**config.mk**
```make
export PLATFORM = sky130hd
export DESIGN_NAME = amp_init_seq
export DESIGN_NICKNAME = d
export VERILOG_FILES = /design/src/rtl/toi2s_pkg.sv /design/src/rtl/seq_timer.sv /design/src/rtl/amp_init_seq.sv
export SDC_FILE = /design/constraint.sdc
export NUM_CORES = 1
export LEC_CHECK = 0
export BUFFER_PORTS_ARGS = -buffer_cell sky130_fd_sc_hd__buf_4
export CAP_MARGIN = 20
export CORE_AREA = 5 5 149 80
export DETAILED_ROUTE_END_ITERATION = 8
export DIE_AREA = 0 0 154 85
export PLACE_DENSITY = 0.89
export RECOVER_POWER = 50
export SYNTH_ARGS = -nofsm -noshare
export SYNTH_HDL_FRONTEND = slang
export SYNTH_SLANG_ARGS = --single-unit
```
**constraint.sdc**
```tcl
create_clock -name clk -period 4.88 [get_ports clk]
set_clock_uncertainty 0.2 [all_clocks]
set_input_delay 0.488 -clock clk [delete_from_list [all_inputs] [get_ports clk]]
set_output_delay 0.488 -clock clk [all_outputs]
set_load 0.01 [all_outputs]
```
**src/rtl/toi2s_pkg.sv**
```systemverilog
// Shared types and constants for the amplifier init sequencer.
// State codes are visible on state_mon, so the encoding is fixed.
package toi2s_pkg;

  typedef enum logic [2:0] {
    ST_OFF    = 3'd0,
    ST_PWRUP  = 3'd1,
    ST_WRITE  = 3'd2,
    ST_SETTLE = 3'd3,
    ST_RUN    = 3'd4,
    ST_MUTE   = 3'd5,
    ST_FAULT  = 3'd6
  } amp_seq_state_t;

  localparam int unsigned TMR_W     = 16;
  localparam int unsigned IDX_W     = 4;
  localparam logic [1:0]  RETRY_MAX = 2'd3;

  function automatic logic is_busy(input amp_seq_state_t s);
    return s inside {ST_PWRUP, ST_WRITE, ST_SETTLE, ST_MUTE};
  endfunction

endpackage

```
**src/rtl/seq_timer.sv**
```systemverilog
// Loadable 16-bit down-counter; stops at zero. last_o flags the cycle whose
// decrement lands on zero, so a wait of N cycles is a load of N.
module seq_timer
  import toi2s_pkg::*;
(
  input  logic             clk,
  input  logic             reset,
  input  logic             load_i,
  input  logic [TMR_W-1:0] load_val_i,
  input  logic             en_i,
  output logic             zero_o,
  output logic             last_o
);

  logic [TMR_W-1:0] cnt_q, cnt_d;

  always_comb begin
    cnt_d = cnt_q;
    if (load_i) begin
      cnt_d = load_val_i;
    end else if (en_i && (cnt_q != '0)) begin
      cnt_d = cnt_q - 1'b1;
    end
  end

  always_ff @(posedge clk) begin
    if (reset) begin
      cnt_q <= '0;
    end else begin
      cnt_q <= cnt_d;
    end
  end

  assign zero_o = (cnt_q == '0);
  assign last_o = (cnt_q == TMR_W'(1));

endmodule

```
**src/rtl/amp_init_seq.sv**
```systemverilog
// Amplifier power-up / config-write sequencer driving a simple I2C write master.
// Optional macro AMP_SEQ_RETRY_EN: retry a NACKed byte up to 3 times before FAULT.
module amp_init_seq
  import toi2s_pkg::*;
#(
  parameter int unsigned N_REGS     = 10,
  parameter int unsigned T_EN_CYC   = 4096,
  parameter int unsigned T_MUTE_CYC = 1024,
  parameter logic [7:0]  REG_BASE   = 8'h00
) (
  input  logic                  clk,
  input  logic                  reset,
  input  logic                  start,
  input  logic                  reload,
  input  logic [6:0]            dev_addr,
  input  logic [8*N_REGS-1:0]   cfg_data,
  output logic                  m_req,
  output logic [6:0]            m_dev,
  output logic [7:0]            m_reg,
  output logic [7:0]            m_data,
  input  logic                  m_ack,
  input  logic                  m_nack,
  output logic                  amp_nenable,
  output logic                  amp_nmute,
  output logic                  busy,
  output logic                  fault,
  output logic [2:0]            state_mon
);

  localparam logic [IDX_W-1:0] LAST_IDX  = IDX_W'(N_REGS - 1);
  localparam logic [TMR_W-1:0] T_EN_LD   = TMR_W'(T_EN_CYC);
  localparam logic [TMR_W-1:0] T_MUTE_LD = TMR_W'(T_MUTE_CYC);

  amp_seq_state_t        state_q, state_d;
  logic [IDX_W-1:0]      idx_q, idx_d;
  logic                  req_q, req_d;
  logic                  pend_q, pend_d;
  logic [8*N_REGS-1:0]   snap_q, snap_d;
  logic [6:0]            dev_q, dev_d;
  logic [7:0]            reg_q, reg_d;
  logic [7:0]            data_q, data_d;
`ifdef AMP_SEQ_RETRY_EN
  logic [1:0]            retry_q, retry_d;
`endif

  logic                  tmr_load, tmr_en, tmr_zero, tmr_last, tmr_done;
  logic [TMR_W-1:0]      tmr_val;
  logic                  begin_write;
  logic [7:0]            cur_byte;

  seq_timer u_timer (
    .clk        (clk),
    .reset      (reset),
    .load_i     (tmr_load),
    .load_val_i (tmr_val),
    .en_i       (tmr_en),
    .zero_o     (tmr_zero),
    .last_o     (tmr_last)
  );

  assign tmr_done = tmr_zero | tmr_last;

  always_comb begin
    cur_byte = '0;
    for (int unsigned i = 0; i < N_REGS; i++) begin
      if (idx_q == IDX_W'(i)) cur_byte = snap_q[8*i +: 8];
    end
  end

  always_comb begin
    state_d     = state_q;
    idx_d       = idx_q;
    req_d       = req_q;
    pend_d      = pend_q;
    snap_d      = snap_q;
    dev_d       = dev_q;
    reg_d       = reg_q;
    data_d      = data_q;
`ifdef AMP_SEQ_RETRY_EN
    retry_d     = retry_q;
`endif
    tmr_load    = 1'b0;
    tmr_val     = '0;
    tmr_en      = 1'b0;
    begin_write = 1'b0;

    if (!start) begin
      // Dropping start abandons everything, including any outstanding request.
      state_d = ST_OFF;
      req_d   = 1'b0;
      pend_d  = 1'b0;
      idx_d   = '0;
`ifdef AMP_SEQ_RETRY_EN
      retry_d = '0;
`endif
    end else begin
      case (state_q)
        ST_OFF: begin
          state_d  = ST_PWRUP;
          tmr_load = 1'b1;
          tmr_val  = T_EN_LD;
        end
        ST_PWRUP: begin
          if (reload) pend_d = 1'b1;
          tmr_en = 1'b1;
          if (tmr_done) begin
            state_d     = ST_WRITE;
            begin_write = 1'b1;
          end
        end
        ST_WRITE: begin
          if (reload) pend_d = 1'b1;
          if (req_q) begin
            if (m_nack) begin
              req_d = 1'b0;
`ifdef AMP_SEQ_RETRY_EN
              if (retry_q == RETRY_MAX) begin
                state_d = ST_FAULT;
              end else begin
                retry_d = retry_q + 1'b1;
              end
`else
              state_d = ST_FAULT;
`endif
            end else if (m_ack) begin
              req_d = 1'b0;
`ifdef AMP_SEQ_RETRY_EN
              retry_d = '0;
`endif
              if (idx_q == LAST_IDX) begin
                state_d  = ST_SETTLE;
                tmr_load = 1'b1;
                tmr_val  = T_MUTE_LD;
              end else begin
                idx_d = idx_q + 1'b1;
              end
            end
          end else begin
            // Idle gap after a completion: issue the byte at idx_q.
            req_d  = 1'b1;
            dev_d  = dev_addr;
            reg_d  = REG_BASE + 8'(idx_q);
            data_d = cur_byte;
          end
        end
        ST_SETTLE: begin
          if (reload) pend_d = 1'b1;
          tmr_en = 1'b1;
          if (tmr_done) begin
            if (pend_q || reload) begin
              state_d  = ST_MUTE;
              pend_d   = 1'b0;
              tmr_load = 1'b1;
              tmr_val  = T_MUTE_LD;
            end else begin
              state_d = ST_RUN;
            end
          end
        end
        ST_RUN: begin
          if (reload) begin
            state_d  = ST_MUTE;
            pend_d   = 1'b0;
            tmr_load = 1'b1;
            tmr_val  = T_MUTE_LD;
          end
        end
        ST_MUTE: begin
          pend_d = 1'b0;
          tmr_en = 1'b1;
          if (tmr_done) begin
            state_d     = ST_WRITE;
            begin_write = 1'b1;
          end
        end
        ST_FAULT: begin
          req_d = 1'b0;
        end
        default: begin
          state_d = ST_OFF;
          req_d   = 1'b0;
        end
      endcase

      // First request goes out in the same cycle as the snapshot, from cfg_data directly.
      if (begin_write) begin
        snap_d  = cfg_data;
        idx_d   = '0;
        req_d   = 1'b1;
        dev_d   = dev_addr;
        reg_d   = REG_BASE;
        data_d  = cfg_data[7:0];
`ifdef AMP_SEQ_RETRY_EN
        retry_d = '0;
`endif
      end
    end
  end

  always_ff @(posedge clk) begin
    if (reset) begin
      state_q <= ST_OFF;
      idx_q   <= '0;
      req_q   <= 1'b0;
      pend_q  <= 1'b0;
      snap_q  <= '0;
      dev_q   <= '0;
      reg_q   <= '0;
      data_q  <= '0;
`ifdef AMP_SEQ_RETRY_EN
      retry_q <= '0;
`endif
    end else begin
      state_q <= state_d;
      idx_q   <= idx_d;
      req_q   <= req_d;
      pend_q  <= pend_d;
      snap_q  <= snap_d;
      dev_q   <= dev_d;
      reg_q   <= reg_d;
      data_q  <= data_d;
`ifdef AMP_SEQ_RETRY_EN
      retry_q <= retry_d;
`endif
    end
  end

  assign m_req       = req_q;
  assign m_dev       = dev_q;
  assign m_reg       = reg_q;
  assign m_data      = data_q;
  assign amp_nenable = (state_q == ST_OFF) || (state_q == ST_FAULT);
  assign amp_nmute   = (state_q == ST_RUN);
  assign busy        = is_busy(state_q);
  assign fault       = (state_q == ST_FAULT);
  assign state_mon   = state_q;

endmodule
```
Word-level counts from Yosys, hierarchy flattened
Index checks and enable logic that the tools add are counted.
W data, S select, Z words.

operators by class
  add/sub/neg operators = 2
  reductions and logical operators = 22
  bitwise operators = 5
  muxes and demuxes = 63
  eq/ne operators = 24

operator list
  operator                 count
  $mux W8                  16
  $mux W11                 7
  $pmux W13 S4             1
  $mux W16                 2
  $mux W1                  22
  $mux W3                  7
  $mux W7                  3
  $pmux W3 S6              1
  $eq A16 B1 Y1 const B    1
  $eq A4 B3 Y1 const B     4
  $logic_not A16 Y1        1
  $reduce_bool A16 Y1      1
  $sub A16 B1 Y16 const B  1
  $mux W13                 1
  $eq A3 B3 Y1 const B     3
  $eq A4 B2 Y1 const B     2
  $eq A4 B4 Y1 const B     2
  $pmux W1 S4              2
  $reduce_bool A4 Y1       2
  $reduce_and A7 Y1        1
  $eq A3 B2 Y1 const B     2
  $ne A2 B1 Y1 const B     3
  $ne A2 B2 Y1 const B     3
  $ne A3 B3 Y1 const B     2
  17 further kinds         26

storage, ports and cells
  input port bits = 93
  output and inout port bits = 31
  register bits after elaboration = 128
  word-level logic and storage cells = 125

Longest topological paths before layout
  word-level depth = 14
  mapped depth = 10
  mapped depth without buffers = 7

Modules after synthesis
Synthesis repeated with hierarchy kept, for this count alone.

second synthesis, totals
  cell total of the unflattened synthesis = 828
  area, all modules = 6231.0 um^2

modules (own cells, without submodules)
  module        area an instance (um^2)  times used  cells an instance  seq. area each (um^2)
  amp_init_seq  5159.9                   1           693                2162.1
  seq_timer     1071.0                   1           135                320.3

Least setup slack after synthesis
OpenSTA, ideal clock, no wires.

  path type = reg2reg
  from = reg idx_q[0]
  to = reg data_q[0] (netlist: m_data[0])
  data required time = 4.588 ns
  library setup time = 0.092 ns
  cell stages (with the launch flop) = 9
  path slack = 2.742 ns
  arrival = 1.846 ns
  cells stage by stage = dfxtp_1 inv_1 ha_1 buf_2 clkbuf_1 o21ai_1 o221ai_1 and3_1 o32ai_1

between the ends
  word-level cells in the longest chain between the ends = 14

RTL lines
  what                    line                 RTL
  from (decl)             amp_init_seq.sv:35   logic [IDX_W-1:0] idx_q, idx_d;
  from (signal assigned)  amp_init_seq.sv:215  idx_q <= idx_d;
  $logic_not A4 Y1        amp_init_seq.sv:66   if (idx_q == IDX_W'(i)) cur_byte = snap_q[8*i +: 8];
  $mux W8 (9 in series)   amp_init_seq.sv:66
  $mux W8 (*)             amp_init_seq.sv:66
  $mux W8 (*)             amp_init_seq.sv:113  if (req_q) begin
  $mux W8 (*)             amp_init_seq.sv:97   case (state_q)
  $mux W8 (*)             amp_init_seq.sv:186  if (begin_write) begin
  to (signal assigned)    amp_init_seq.sv:221  data_q <= data_d;
  to (decl)               amp_init_seq.sv:41   logic [7:0] data_q, data_d;

Mark *: on every way between the ends. The rest lies on a longest branch, timed or not. The select of a mux whose other input is x is not followed.
A chain may end at the register's enable or synchronous reset.

Worst setup path after layout
  from = reg idx_q[1]
  to = reg data_q[5] (netlist: m_data[5])

The elaborated chain is that of the path after synthesis.

==> flow_metrics.py <==
metrics = {
    "run_status": {
        "status": "finished, violations left",
        "violations": "capacitance limit, slew limit",
    },
    "clock_tree": {
        "cts_resized": 0,
        "numCtsBuffers": 17,
        "clockRootBuffer": "clkbuf_16",
        "holdBufCountCts": 0,
        "clkSinkCount": 124,
        "htreeDepth": 4,
        "cts_setup_buffers": 0,
        "clock_path_buffers": 2,
        "cts_tree": "built",
        "clk_pin_slew_ns": 0.06,
        "worstSkewPairLatency_ns": 0.42,
    },
    "cells_and_area": {
        "fin_area_sq_um": 7380,
        "largest_register_ffs": 80,
        "layout-drive-gt1-share": 0.155,
        "area_growth_pct": 22.6,
        "antenna_cells": 0,
        "max_flop_register": "snap_q",
        "final_nets": 978,
    },
    "placed_design": {
        "dp_hpwl_um": 12600,
        "postPlaceCellArea_sq_um": 6800,
        "port_buffers": 119,
        "place_congestion": 0.958,
    },
    "grt": {
        "grt_usage": 0.280,
        "grt_max_degree": 105,
        "grt_first_pass_wirelength_um": 29700,
        "antenna_found_initial": 0,
        "overflow": 0,
        "grt_pass1_vias": 5776,
    },
    "critical_path": {
        "cp-start-kind": "flip-flop",
        "crit_arrival_ns": 3.90,
        "end_kind": "flip-flop",
        "critical_path_class": "flip-flop to flip-flop",
        "cp_max_fo": 42,
        "r2r_slack_ns": 1.11,
        "cp_data_required_time_ns": 5.01,
    },
    "yosys": {
        "synthTopCellsByArea": "dfxtp_1, nand2_1, a21oi_1",
        "post-synth-top-count-cell": "nand2_1",
        "ys_ff_latch": 124,
        "synth_area_per_cell_sq_um": 7.53,
        "synth_edf_count": 0,
        "synth_top_area_cell": "dfxtp_1",
        "syn_inst": 799,
        "syn_area_sq_um": 6020,
        "synth_ff_type": "dfxtp_1",
        "yosysWarnings": 0,
        "ys_seq_area_frac": 0.412,
        "synth_top_area_share": 0.412,
        "async_reset_ff_frac": 0,
        "synth_cell_types": 58,
        "synthTopCellsByCount": "nand2_1, a21oi_1, dfxtp_1",
    },
    "timing": {
        "clock.fmax_mhz": 265,
        "setup_viol": 0,
        "max_slew_margin": -0.150,
        "hold_viol": 0,
        "tns_ns": 0,
        "finalCritPeriodShare": 0.773,
        "rsz0062_at_grt": "false",
        "worst_pin_slew_ns": 1.72,
        "period_needed_ns": 3.77,
        "drv_slew": 43,
    },
    "routing": {
        "dr.pass1.iters": 8,
        "first_iter_violations": 1248,
        "vias": 6363,
        "final_antenna_net_count": 0,
        "wl_per_cell_um": 18.5,
        "routed_wl_um": 19200,
        "drc": 0,
        "via_per_inst": 6.14,
    },
    "power_and_ir_drop": {
        "p_leak_nw": 2.54,
        "cellPowerDensity_nw_per_um2": 375,
        "ir_worst_vdd_mv": 0.237,
    },
    "floorplanning": {
        "rows": 27,
        "dieArea_sq_um": 13100,
        "die_x_um": 154,
        "die_h_um": 85,
        "core_sq_um": 10500,
        "ios": 124,
        "start_util": 0.571,
    },
    "worst_hold_path": {
        "hold_class": "input port to flip-flop",
    },
    "flow_run": {
        "maxCapViolations": 1,
    },
}
==> metal layers <==
metal	GRT usage	share of wire
met4	0.0913	0.030
met3	0.115	0.14
met2	0.382	0.39
met5	0	0
met1	0.400	0.43
==> report_power, final <==
part / switching, mW / total [mW] / internal [mW]
Sequential: 0.0324 / 1.08 / 1.05
Clock: 0.479 / 1.40 / 0.920
Combinational: 0.168 / 0.284 / 0.116
Total: 0.679 / 2.77 / 2.09
==> worst paths after layout <==
| check | endpoint | cells after the start | from |
|---|---|---|---|
| min reg2reg | snap_q[73]$_SDFFE_PP0P_ | 2 | snap_q[73]$_SDFFE_PP0P_ |
| max | m_data[5]$_SDFFE_PP0P_ | 8 | idx_q[1]$_SDFFE_PP0P_ |
| max reg2reg | m_data[5]$_SDFFE_PP0P_ | 8 | idx_q[1]$_SDFFE_PP0P_ |
| min | snap_q[27]$_SDFFE_PP0P_ | 3 | cfg_data[27] |
==> layout make-up <==
type / instances / area (sq um)
Tap cell: 145 / 181
Clock buffer: 18 / 439
Multi-Input combinational cell: 577 / 3070
Fill cell: 853 / 3160
Timing Repair Buffer: 126 / 868
Inverter: 32 / 120
Clock inverter: 14 / 218
Sequential cell: 124 / 2480
==> layout by cell type, fill, tap and decap left out, drive strengths merged, types with 7 or more instances in the layout <==
cell | netlist | routed
a211oi | 11 | 11
a21oi | 131 | 131
a221oi | 15 | 15
a22oi | 7 | 7
and3 | 10 | 10
buf | 24 | 98
clkbuf | 45 | 46
dfxtp | 124 | 124
ha | 7 | 7
inv | 31 | 32
nand2 | 210 | 210
nand3 | 19 | 19
nand3b | 9 | 9
nor2 | 18 | 18
nor3 | 22 | 22
nor4 | 8 | 8
o21ai | 28 | 28
o221ai | 8 | 8
o32ai | 8 | 8
xnor2 | 13 | 13
==> cells by family (layout without fill, tap and decap cells) <==
logic type      after synthesis  in the layout  synth area share
compound gates              223            223             0.223
xor+xnor                     16             16            0.0233
fa+ha+maj                     7              7            0.0145
buf+inv                     101            190            0.0775
flops                       124            124             0.412
mux                           2              2           0.00353
other cells                   1              4          0.000623
simple gates                325            325             0.245
==> through the flow <==
step                      cells  setup slack, ns  total power [mW]  hold WS, ns   util
after floorplan             802             2.74              1.28        0.232      -
after global placement     1002             2.06              1.38        0.240  0.645
after detailed placement   1002             1.94              1.38        0.245  0.645
after CTS                  1034             1.86              2.77        0.113  0.707
after global routing       1036            0.965              2.85        0.113  0.700
final                      1036             1.11              2.77        0.114  0.700
==> worst max-delay path: stages, from the launching register on <==
cell and delay (ns):
dfxtp_1 0.35, inv_1 0.13, ha_1 0.15, clkbuf_1 1.24
nor2b_1 0.46, a211oi_1 0.52, o221ai_1 0.16, and3_1 0.22
o32ai_1 0.24
No activity file was read; power rests on OpenSTA's default activity.
